[src/rtl/fp_sqrt_if.sv]
// Handshake and operand/result bundle for the sequential floating-point square root.
interface fp_sqrt_if #(
    parameter int unsigned W = 32
) ();
    logic         start;
    logic [W-1:0] argument;
    logic [W-1:0] result;
    logic         done;
    logic         busy;
    logic         invalid;

    modport master (output start, argument, input result, done, busy, invalid);
    modport slave  (input start, argument, output result, done, busy, invalid);
endinterface

[src/rtl/fp_sqrt_seq.sv]
// Sequential IEEE-style square root: one restoring root bit per cycle on the significand,
// with special-case bypass and optional round-to-nearest.
module fp_sqrt_seq #(
    parameter int unsigned EXP_W      = 8,
    parameter int unsigned MAN_W      = 23,
    parameter int unsigned ROUND_MODE = 1
) (
    input  logic     clk,
    input  logic     n_reset,
    fp_sqrt_if.slave bus
);
    localparam int unsigned W      = 1 + EXP_W + MAN_W;
    localparam int unsigned SE_W   = EXP_W + 2;
    localparam int unsigned ROOT_W = MAN_W + 2;
    localparam int unsigned REM_W  = MAN_W + 4;
    localparam int unsigned X_W    = 2 * ROOT_W;
    localparam int unsigned SIG_W  = MAN_W + 2;
    localparam int unsigned CNT_W  = $clog2(ROOT_W);
    localparam int unsigned BIAS   = (1 << (EXP_W - 1)) - 1;
    localparam logic [W-1:0] QNAN  = {1'b0, {EXP_W{1'b1}}, 1'b1, {(MAN_W - 1){1'b0}}};

    typedef enum logic [1:0] {S_IDLE, S_UNPACK, S_ITER, S_ROUND} state_t;

    state_t            state_q, state_d;
    logic [W-1:0]      arg_q, arg_d;
    logic [SE_W-1:0]   exp_q, exp_d;
    logic [X_W-1:0]    x_q, x_d;
    logic [REM_W-1:0]  rem_q, rem_d;
    logic [ROOT_W-1:0] root_q, root_d;
    logic [CNT_W-1:0]  cnt_q, cnt_d;
    logic              special_q, special_d;
    logic [W-1:0]      spec_res_q, spec_res_d;
    logic              spec_inv_q, spec_inv_d;
    logic [W-1:0]      result_q, result_d;
    logic              done_q, done_d;
    logic              busy_q, busy_d;
    logic              invalid_q, invalid_d;

    logic                   sign_w;
    logic [EXP_W-1:0]       e_fld;
    logic [MAN_W-1:0]       frac;
    logic signed [SE_W-1:0] e_unb;
    logic signed [SE_W-1:0] e_even;
    logic [ROOT_W-1:0]      rad;
    logic [REM_W-1:0]       rem_sh;
    logic [REM_W-1:0]       trial;
    logic                   rnd_inc;
    logic [SIG_W-1:0]       sig;
    logic [SE_W-1:0]        exp_r;
    logic [MAN_W-1:0]       frac_r;
    logic                   unused_bits;

    // State and datapath registers
    always_ff @(posedge clk or negedge n_reset) begin
        if (!n_reset) begin
            state_q    <= S_IDLE;
            arg_q      <= '0;
            exp_q      <= '0;
            x_q        <= '0;
            rem_q      <= '0;
            root_q     <= '0;
            cnt_q      <= '0;
            special_q  <= 1'b0;
            spec_res_q <= '0;
            spec_inv_q <= 1'b0;
            result_q   <= '0;
            done_q     <= 1'b0;
            busy_q     <= 1'b0;
            invalid_q  <= 1'b0;
        end else begin
            state_q    <= state_d;
            arg_q      <= arg_d;
            exp_q      <= exp_d;
            x_q        <= x_d;
            rem_q      <= rem_d;
            root_q     <= root_d;
            cnt_q      <= cnt_d;
            special_q  <= special_d;
            spec_res_q <= spec_res_d;
            spec_inv_q <= spec_inv_d;
            result_q   <= result_d;
            done_q     <= done_d;
            busy_q     <= busy_d;
            invalid_q  <= invalid_d;
        end
    end

    // Next-state and datapath logic
    always_comb begin
        state_d     = state_q;
        arg_d       = arg_q;
        exp_d       = exp_q;
        x_d         = x_q;
        rem_d       = rem_q;
        root_d      = root_q;
        cnt_d       = cnt_q;
        special_d   = special_q;
        spec_res_d  = spec_res_q;
        spec_inv_d  = spec_inv_q;
        result_d    = result_q;
        done_d      = 1'b0;
        busy_d      = busy_q;
        invalid_d   = invalid_q;
        sign_w      = arg_q[W-1];
        e_fld       = arg_q[W-2:MAN_W];
        frac        = arg_q[MAN_W-1:0];
        e_unb       = '0;
        e_even      = '0;
        rad         = '0;
        rem_sh      = {rem_q[REM_W-3:0], x_q[X_W-1 -: 2]};
        trial       = {root_q, 2'b01};
        rnd_inc     = (ROUND_MODE == 1) ? root_q[0] : 1'b0;
        sig         = {1'b0, root_q[ROOT_W-1:1]} + SIG_W'(rnd_inc);
        exp_r       = exp_q;
        frac_r      = sig[MAN_W-1:0];
        unused_bits = ^{exp_r[SE_W-1:EXP_W], sig[MAN_W], rem_q[REM_W-1:REM_W-2]};

        // busy covers the done cycle and drops on the following edge
        if (done_q) busy_d = 1'b0;

        unique case (state_q)
            S_IDLE: begin
                if (bus.start && !busy_q) begin
                    arg_d   = bus.argument;
                    busy_d  = 1'b1;
                    state_d = S_UNPACK;
                end
            end
            S_UNPACK: begin
                special_d  = 1'b1;
                spec_inv_d = 1'b0;
                if (e_fld == '0) begin
                    spec_res_d = {sign_w, {(W - 1){1'b0}}};
                end else if (e_fld == '1) begin
                    if (frac != '0) begin
                        spec_res_d = QNAN;
                    end else if (sign_w) begin
                        spec_res_d = QNAN;
                        spec_inv_d = 1'b1;
                    end else begin
                        spec_res_d = arg_q;
                    end
                end else if (sign_w) begin
                    spec_res_d = QNAN;
                    spec_inv_d = 1'b1;
                end else begin
                    // Fold an odd exponent into the radicand so it lands in [1,4)
                    special_d = 1'b0;
                    e_unb     = SE_W'(e_fld) - SE_W'(BIAS);
                    if (e_unb[0]) begin
                        rad    = {1'b1, frac, 1'b0};
                        e_even = e_unb - SE_W'(1);
                    end else begin
                        rad    = {2'b01, frac};
                        e_even = e_unb;
                    end
                    exp_d  = (e_even >>> 1) + SE_W'(BIAS);
                    x_d    = {rad, {ROOT_W{1'b0}}};
                    rem_d  = '0;
                    root_d = '0;
                    cnt_d  = CNT_W'(ROOT_W - 1);
                end
                state_d = special_d ? S_ROUND : S_ITER;
            end
            S_ITER: begin
                if (rem_sh >= trial) begin
                    rem_d  = rem_sh - trial;
                    root_d = {root_q[ROOT_W-2:0], 1'b1};
                end else begin
                    rem_d  = rem_sh;
                    root_d = {root_q[ROOT_W-2:0], 1'b0};
                end
                x_d = {x_q[X_W-3:0], 2'b00};
                if (cnt_q == '0) state_d = S_ROUND;
                else             cnt_d   = cnt_q - CNT_W'(1);
            end
            S_ROUND: begin
                if (special_q) begin
                    result_d  = spec_res_q;
                    invalid_d = spec_inv_q;
                end else begin
                    if (sig[MAN_W+1]) begin
                        exp_r  = exp_q + SE_W'(1);
                        frac_r = '0;
                    end
                    result_d  = {1'b0, exp_r[EXP_W-1:0], frac_r};
                    invalid_d = 1'b0;
                end
                done_d  = 1'b1;
                state_d = S_IDLE;
            end
            default: state_d = S_IDLE;
        endcase
    end

    assign bus.result  = result_q;
    assign bus.done    = done_q;
    assign bus.busy    = busy_q;
    assign bus.invalid = invalid_q;
endmodule

[src/flat_wrapper.sv]
// flat-port wrapper written by rule: the top's interface ports become plain ports
module fp_sqrt_seq_flat 
#(
    parameter int unsigned EXP_W      = 8,
    parameter int unsigned MAN_W      = 23,
    parameter int unsigned ROUND_MODE = 1
)
  (clk, n_reset, bus_start, bus_argument, bus_result, bus_done, bus_busy, bus_invalid);
  fp_sqrt_if #(.W(32)) bus_i ();
  input  logic clk;
  input  logic n_reset;
  input wire logic [$bits(bus_i.start)-1:0] bus_start;
  input wire logic [$bits(bus_i.argument)-1:0] bus_argument;
  output wire logic [$bits(bus_i.result)-1:0] bus_result;
  output wire logic [$bits(bus_i.done)-1:0] bus_done;
  output wire logic [$bits(bus_i.busy)-1:0] bus_busy;
  output wire logic [$bits(bus_i.invalid)-1:0] bus_invalid;
  assign bus_i.start = bus_start;
  assign bus_i.argument = bus_argument;
  assign bus_result = bus_i.result;
  assign bus_done = bus_i.done;
  assign bus_busy = bus_i.busy;
  assign bus_invalid = bus_i.invalid;
  fp_sqrt_seq #(.EXP_W(EXP_W), .MAN_W(MAN_W), .ROUND_MODE(ROUND_MODE)) u_core (.clk(clk), .n_reset(n_reset), .bus(bus_i));
endmodule
[config.mk]
export PLATFORM = sky130hd
export DESIGN_NAME = fp_sqrt_seq_flat
export DESIGN_NICKNAME = d
export VERILOG_FILES = /design/src/rtl/fp_sqrt_if.sv /design/src/rtl/fp_sqrt_seq.sv /design/src/flat_wrapper.sv
export SDC_FILE = /design/constraint.sdc
export NUM_CORES = 1
export LEC_CHECK = 0
export ABC_AREA = 1
export CAP_MARGIN = 10
export CELL_PAD_IN_SITES_DETAIL_PLACEMENT = 1
export CELL_PAD_IN_SITES_GLOBAL_PLACEMENT = 1
export CORE_UTILIZATION = 44
export DETAILED_ROUTE_END_ITERATION = 10
export PLACE_DENSITY_LB_ADDON = 0.1
export SLEW_MARGIN = 20
export SYNTH_ARGS = -nofsm -noshare
export SYNTH_HDL_FRONTEND = slang
export SYNTH_SLANG_ARGS = --single-unit
[constraint.sdc]
create_clock -name clk -period 3.1 [get_ports clk]
set_input_delay 0.31 -clock clk [delete_from_list [all_inputs] [get_ports clk]]
set_output_delay 0.31 -clock clk [all_outputs]
set_load 0.01 [all_outputs]
# Word-level counts from Yosys, hierarchy flattened
# Index checks and enable logic that the tools add are counted.
# classes
reduce_logical	14
bitwise_logic	3
muxes	49
eq_ne	10
magnitude_cmp	1
n_addsub	7
# ops
operator	n
$mux W25	8
$mux W32	5
$mux W50	3
$pmux W25 S2	2
$pmux W50 S2	1
$mux W9	5
$mux W31	1
$ge A27 B27 Y1	1
$add A24 B1 Y25	1
$sub A25 B25 Y25	1
$mux W23	1
$reduce_bool A23 Y1	1
$mux W5	4
$mux W1	14
$pmux W5 S2	1
$sub A8 B7 Y9 const B	1
$sub A9 B2 Y9 const B	1
$add A8 B1 Y8 const B	1
$add A8 B7 Y8 const B	1
$eq A8 B8 Y1 const B	1
$logic_not A8 Y1	1
$mux W8	1
$ne A2 B2 Y1 const B	4
$pmux W2 S4	1
other kinds (15)	23
# word_totals
in_bits	35
elab_cells	98
output_inout_bits	35
register_bits	216

# Logic depth before layout (Yosys ltp)
# Gate-level depths: netlist of the first run.
# depth
ltp_word	8
depth_mapped	15
depth_no_buf	14

# Worst setup path after synthesis of the first run
# No wires, ideal clock.
# synth_path
path_type	flip-flop to flip-flop
startpoint	register u_core.root_q[7]
endpoint	register u_core.rem_q[6]
stages_incl_launch_ff	13
path_buffers	1
required_ns	2.974
arrival_time_ns	1.993
setup_time_ns	0.126
path_slack_ns	0.981
period_less_slack_ns	2.119
cell_sequence	dfrtp_1 -> clkinv_1 -> ha_1 -> nand2_1 -> nor2_2 -> nand2_1 -> nor3_1 -> nand3_2 -> nand3_2 -> buf_6 -> nand2_1 -> nand3_1 -> o21ai_0
# synth_via
elab_chain_cells	3
# synth_rtl
element	line	rtl
start: declaration	fp_sqrt_seq.sv:29	logic [ROOT_W-1:0] root_q, root_d;
start signal: assignment	fp_sqrt_seq.sv:76	root_q <= root_d;
$ge A27 B27 Y1	fp_sqrt_seq.sv:166	if (rem_sh >= trial) begin
$mux W25	fp_sqrt_seq.sv:166	
$pmux W25 S2	fp_sqrt_seq.sv:121	unique case (state_q)
end signal: assignment	fp_sqrt_seq.sv:75	rem_q <= rem_d;
end: declaration	fp_sqrt_seq.sv:28	logic [REM_W-1:0] rem_q, rem_d;
# Every way passes these cells.
# A chain may end at the register's enable or synchronous reset.

# Worst setup path after layout of the first run
# layout_path
startpoint	register u_core.arg_q[23]
endpoint	register u_core.x_q[49]
# layout_via
elab_chain_cells	6
elab_cells_between_ends	11
cone_classes	add/sub: 1; eq/ne: 3; mux: 5; reduce/logical: 2
# layout_rtl
element	line	rtl
start: declaration	fp_sqrt_seq.sv:25	logic [W-1:0] arg_q, arg_d;
start signal: assignment	fp_sqrt_seq.sv:72	arg_q <= arg_d;
$sub A8 B7 Y9	fp_sqrt_seq.sv:149	e_unb = SE_W'(e_fld) - SE_W'(BIAS);
$mux W25	fp_sqrt_seq.sv:150	if (e_unb[0]) begin
$mux W50	fp_sqrt_seq.sv:143	end else if (sign_w) begin
$mux W50	fp_sqrt_seq.sv:134	end else if (e_fld == '1) begin
$mux W50	fp_sqrt_seq.sv:132	if (e_fld == '0) begin
$pmux W50 S2	fp_sqrt_seq.sv:121	
end signal: assignment	fp_sqrt_seq.sv:59	x_q <= '0;
end signal: assignment	fp_sqrt_seq.sv:74	x_q <= x_d;
end: declaration	fp_sqrt_seq.sv:27	logic [X_W-1:0] x_q, x_d;
# Several ways; a longest one is shown, not always the timed one. The select of a mux whose other input is x is not followed.

==> results of run 1 <==
==> cells in the final DEF (no fill, tap or decap), types with 6 or more instances in the layout <==
cell type,synthesis,layout
o221ai_1,11,11
o22ai_1,33,33
xnor2_1,14,14
clkbuf_16,0,17
nor3_1,19,19
ha_1,39,39
inv_1,269,269
clkdlybuf4s50_1,0,68
dfrtp_1,191,191
nand2_2,5,6
nand4_1,48,48
o21ai_0,71,71
nor2_1,139,139
nand2_1,391,390
xor2_1,21,21
nand3_1,105,105
a21oi_1,109,109
buf_4,0,14
==> cell type report <==
cell class | instances | area, sq um | share of cell area, %
multi-input combinational | 1044 | 5240 | 40.5
sequential | 191 | 4780 | 36.9
inverter | 276 | 1040 | 8.00
timing repair buffer | 87 | 870 | 6.71
clock buffer | 19 | 443 | 3.42
tap | 330 | 413 | 3.19
clock inverter | 13 | 168 | 1.29
==> repair_timing <==
item                                    4_1_cts  5_1_grt
endpoints found under the setup margin        0        2
hold buffers                                  1        0
hold endpoints to repair                     59        0
resized for setup                             0        1
==> worst paths after layout <==
path / start / to / slack, ns
max in group asynchronous: n_reset / u_core.rem_q[15] / 1.96
max: u_core.arg_q[23] / u_core.x_q[49] / 0.32
max reg2reg: u_core.arg_q[23] / u_core.x_q[49] / 0.32
min reg2reg: u_core.bus.result[26] / u_core.bus.result[26] / 0.49
min: n_reset / u_core.bus.result[29] / 0.39
min in group clk: bus_argument[12] / u_core.arg_q[12] / 0.43
==> power groups by stage <==
stage	clock network, mW	logic, mW	registers [mW]
after floorplan	0	0.000230	2.54
after global placement	0	0.104	2.54
after detailed placement	0	0.106	2.54
after CTS	2.38	0.107	2.49
after global routing	2.45	0.116	2.49
final	2.34	0.102	2.49
==> sequential cells by signal, summed over array words and instances, names as in the netlist <==
register and count:
u_core.bus.busy 1, u_core.arg_q 32, u_core.exp_q 8, u_core.spec_res_q 32, u_core.spec_inv_q 1, u_core.root_q 25, u_core.x_q 25, u_core.bus.invalid 1
u_core.bus.result 32, u_core.rem_q 25, u_core.cnt_q 5, u_core.bus.done 1, u_core.state_q 2, u_core.special_q 1
==> through the flow <==
stage	util [%]	setup slack [ns]	cells	cell area (sq um)
after floorplan	-	0.981	1566	11300
after global placement	48.9	0.239	1927	12300
after detailed placement	48.9	0.201	1927	12300
after global routing	51.4	0.0632	1960	13000
after CTS	51.4	0.191	1960	12900
final	51.4	0.317	1960	13000
==> critical path, stage by stage (launching register included) <==
cell and delay [ns]:
dfrtp_1 0.46, inv_1 0.21, ha_1 0.21, inv_1 0.05, nor2_1 0.08, nand4_1 0.19
nand2_1 0.14, nand2_1 0.09, nand2_4 0.37, a21oi_4 0.07, inv_2 0.57, o21ai_0 0.17
==> metal layers <==
layer	wire length [um]	up-vias	global-route usage [%]
li1	-	5083	-
met1	16000	5140	36.4
met2	16500	158	46.8
met3	853	47	3.14
met4	673	0	7.68
met5	0	-	0
==> logic make-up (layout without fill, tap and decap cells) <==
logic type / after synthesis / count (layout) / synth area share, %
AO/OA/AOI/OAI: 240 / 240 / 11.7
XOR/XNOR: 35 / 35 / 2.71
multiplexers: 1 / 1 / 0.0997
adder cells (fa/ha/maj): 39 / 39 / 4.32
flip-flops: 191 / 191 / 42.3
AND/OR/NAND/NOR: 729 / 729 / 27.5
buffers and inverters: 331 / 395 / 11.4
==> results.cfg, run 1 <==
[synth]
synth_area_leaders = dfrtp_1, nand2_1, inv_1, a21oi_1, nand3_1
async_reset_ff_share_pct = 100
ys_seq_area_share_pct = 42.3
synth_edf_count = 0
yosysUniqueCellTypes = 41
synth_fp_nets = 1640
synth-warning-count = 0
postSynthAreaPerCell_sq_um = 7.21
synth_common_cells = nand2_1, inv_1, dfrtp_1
synth_top_cell_by_area = dfrtp_1
synth_top_cell_area_share_pct = 42.3
ys.flop_type = dfrtp_1
syn_area_sq_um = 11300
ys_ff_latch = 191
synth_most_common_cell = nand2_1
synthCells = 1566

[routing]
wirelength_um = 34000
drt_iter0_drc = 680
firstDrtPassIters = 5
wl_per_cell_um = 17.3
vias = 10400
ant_nets = 0
drt-vias-per-instance = 5.32
drt_drc_violations_left = 0

[grt]
grt_pass1_wl_um = 57000
grt_pass1_vias = 11000
overflow = 0
grt_max_degree = 63
track_usage_pct = 27.4
antenna_found_initial = 0

[clock_network]
clk_pin_slew_ns = 0.08
cts_buffers = 17
cts_tree = yes
clock_sinks = 191
clk-insertion-delay-late_ns = 0.45
clock-root-buffer = clkbuf_16
htreeDepth = 4
clk_path_buf_depth = 2
post_cts_buffers = 0

[pwr]
comb_power_share_pct = 2.1
p_sw_mw = 1.21
power_density_nw_per_um2 = 380
power_frac_seq_pct = 50.5
peakVddDrop_mv = 0.280
p_int_mw = 3.72
power_mw = 4.93
switching_share_pct = 24.6
p_leak_nw = 6.73
power_frac_clock_pct = 47.4

[timing]
hold_violations = 0
fin_worst_skew_ns = 0.0164
fin_setup_tns_ns = 0
tightest_slew_ns = 0.754
max_freq_mhz = 359
min_period_ns = 2.78
relSlewSlack_pct = 49.7
setup_viol = 0
rsz0062_at_grt = false
slew_violations = 0
hold_ws_ns = 0.388
period_share_pct = 89.8

[worst_setup_path]
crit_path_start_kind = flop
cp_data_required_time_ns = 3.40
cp_max_fo = 39
worst_setup_path_end_kind = flop
reg2reg_depth = 11
path_class = flop to flop
arrival_ns = 3.08

[placed_design]
hpwl_um = 25100
port_buffers = 69
gp_congestion = 0.923

[die]
die_area_sq_um = 26300
fp-row-count = 58
core_sq_um = 25200
start_util_pct = 44.9
dieHeight_um = 162
pin_count = 70
die_w_um = 162

[finish]
syn2layout_area_growth_pct = 14.7
nNetsFinal = 1691
antennaDiodeCount = 0
fillCellCount = 3215
drive_above_1_share_pct = 4.60

[min_path]
hold_class = input port to async pin

[status]
outcome = finished clean

[flow_run]
maxCapViolations = 0
Power figures use the tool's default switching activity.
==> inputs of run 2 (changes only) <==
--- a/config.mk
+++ b/config.mk
@@ -9,7 +9,8 @@
 export CAP_MARGIN = 10
 export CELL_PAD_IN_SITES_DETAIL_PLACEMENT = 1
 export CELL_PAD_IN_SITES_GLOBAL_PLACEMENT = 1
-export CORE_UTILIZATION = 44
+export CORE_UTILIZATION = 45
+export CTS_BUF_LIST = sky130_fd_sc_hd__clkbuf_8
 export DETAILED_ROUTE_END_ITERATION = 10
 export PLACE_DENSITY_LB_ADDON = 0.1
 export SLEW_MARGIN = 20
==> results.cfg, run 2 (synthesis results as in run 1) <==
[min_path]
hold_class = input port to async pin

[clock_network]
clock-root-buffer = clkbuf_8
cts_tree = yes
clk-insertion-delay-late_ns = 0.48
clk_path_buf_depth = 2
clk_pin_slew_ns = 0.11
clock_sinks = 191
htreeDepth = 4
cts_buffers = 17

[finish]
drive_above_1_share_pct = 4.84
regArea_sq_um = 4780
syn2layout_area_growth_pct = 12.8
antennaDiodeCount = 0
fin_util_pct = 52.1
instances_no_fill = 1957
multi_input_area_sq_um = 5240
final_cell_mix = nand2_1, inv_1, dfrtp_1
layout_commonest_cell = nand2_1
nNetsFinal = 1694
fillCellCount = 3180

[timing]
tightest_slew_ns = 0.995
rsz0062_at_grt = false
relSlewSlack_pct = 33.3
slew_violations = 0
min_period_ns = 2.72
hold_violations = 0
fin_setup_tns_ns = 0
period_share_pct = 87.7
fin_worst_skew_ns = 0.0198
max_freq_mhz = 368
setup_viol = 0

[die]
pin_count = 70
dieHeight_um = 160
start_util_pct = 46.2
die_area_sq_um = 25700
core_sq_um = 24500
die_w_um = 160
fp-row-count = 57

[grt]
grt_pass1_vias = 10800
track_usage_pct = 26.7
antenna_found_initial = 0
grt_pass1_wl_um = 55200
overflow = 0
grt_max_degree = 70

[worst_setup_path]
worst_setup_path_end_kind = flop
arrival_ns = 3.14
cp_top_family = simple AND/OR/NAND/NOR gates
cp_common_cell = nand2_1
path_buf_inv = 3
crit_path_start_kind = flop
critPathSlowestCell = inv_2
cp_data_required_time_ns = 3.52
cp_max_fo = 39
crit_path_cell_trace = inv_1 -> ha_1 -> inv_1 -> nor2_1 -> nand4_1 -> nand2_1 -> nand2_1 -> nand2_4 -> a21oi_4 -> inv_2 -> nand2_1 -> nand2_1
critPathMaxStageDelay_ns = 0.51
path_class = flop to flop

[placed_design]
port_buffers = 69
placedCellCount = 1924
hpwl_um = 24800
gp_congestion = 0.913

[routing]
ant_nets = 0
firstDrtPassIters = 5
drt-vias-per-instance = 5.36
drt_drc_violations_left = 0
wirelength_um = 32700
wl_per_cell_um = 16.7
vias = 10500
drt_iter0_drc = 625

[flow_run]
maxCapViolations = 0

[pwr]
peakVddDrop_mv = 0.302
power_density_nw_per_um2 = 339
p_leak_nw = 6.65

[status]
outcome = finished clean
## run 2: area by class of cell
cell class,count,area share [%]
Tap cell,324,3.18
Clock buffer,17,1.84
Multi-Input combinational cell,1044,41.1
Inverter,276,8.13
Clock inverter,15,1.46
Sequential cell,191,37.5
Timing Repair Buffer,90,6.80
## run 2: routing by layer
metal  vias up  GRT usage (%)  wire (um)
li1       5094              -          -
met1      5180           37.2      15400
met2       176           44.5      15700
met3        35           2.87       1090
met4         0           6.49        496
met5         -              0          0
## run 2: what timing repair did
item,CTS,global route
gates resized for setup,0,0
buffers inserted,0,0
hold buffers,1,0
hold endpoints to repair,66,0
## run 2: final timing paths
| kind | start | endpoint | slack [ns] | depth (start not counted) |
|---|---|---|---|---|
| max reg2reg | u_core.arg_q[23] | u_core.rem_q[21] | 0.38 | 12 |
| min in group clk | bus_argument[9] | u_core.arg_q[9] | 0.39 | 3 |
| min reg2reg | u_core.bus.result[26] | u_core.bus.result[26] | 0.49 | 2 |
| max | u_core.arg_q[23] | u_core.rem_q[21] | 0.38 | 12 |
| max in group asynchronous | n_reset | u_core.rem_q[12] | 1.82 | 3 |
| min | n_reset | u_core.bus.result[30] | 0.36 | 2 |
## run 2: worst register-to-register path, stage by stage (launching register included)
cell and delay, ns:
dfrtp_1 0.48, inv_1 0.22, ha_1 0.21, inv_1 0.04, nor2_1 0.08, nand4_1 0.18, nand2_1 0.14, nand2_1 0.09
nand2_4 0.36, a21oi_4 0.07, inv_2 0.51, nand2_1 0.16, nand2_1 0.10
## run 2: where the power goes
group	internal [mW]	switching, mW
sequential	2.49	0
combinational	0.0424	0.0552
clock	0.692	1.04
total	3.22	1.09
## run 2: per-stage QoR
stage	cell area (sq um)	power (mW)	worst slack, ns	hold WS [ns]
floorplan	11300	2.54	0.981	0.0144
global placement	12300	2.64	0.429	0.349
detailed placement	12300	2.64	0.352	0.351
CTS	12700	4.38	0.327	0.364
global route	12700	4.46	0.0624	0.382
finish	12700	4.32	0.382	0.360
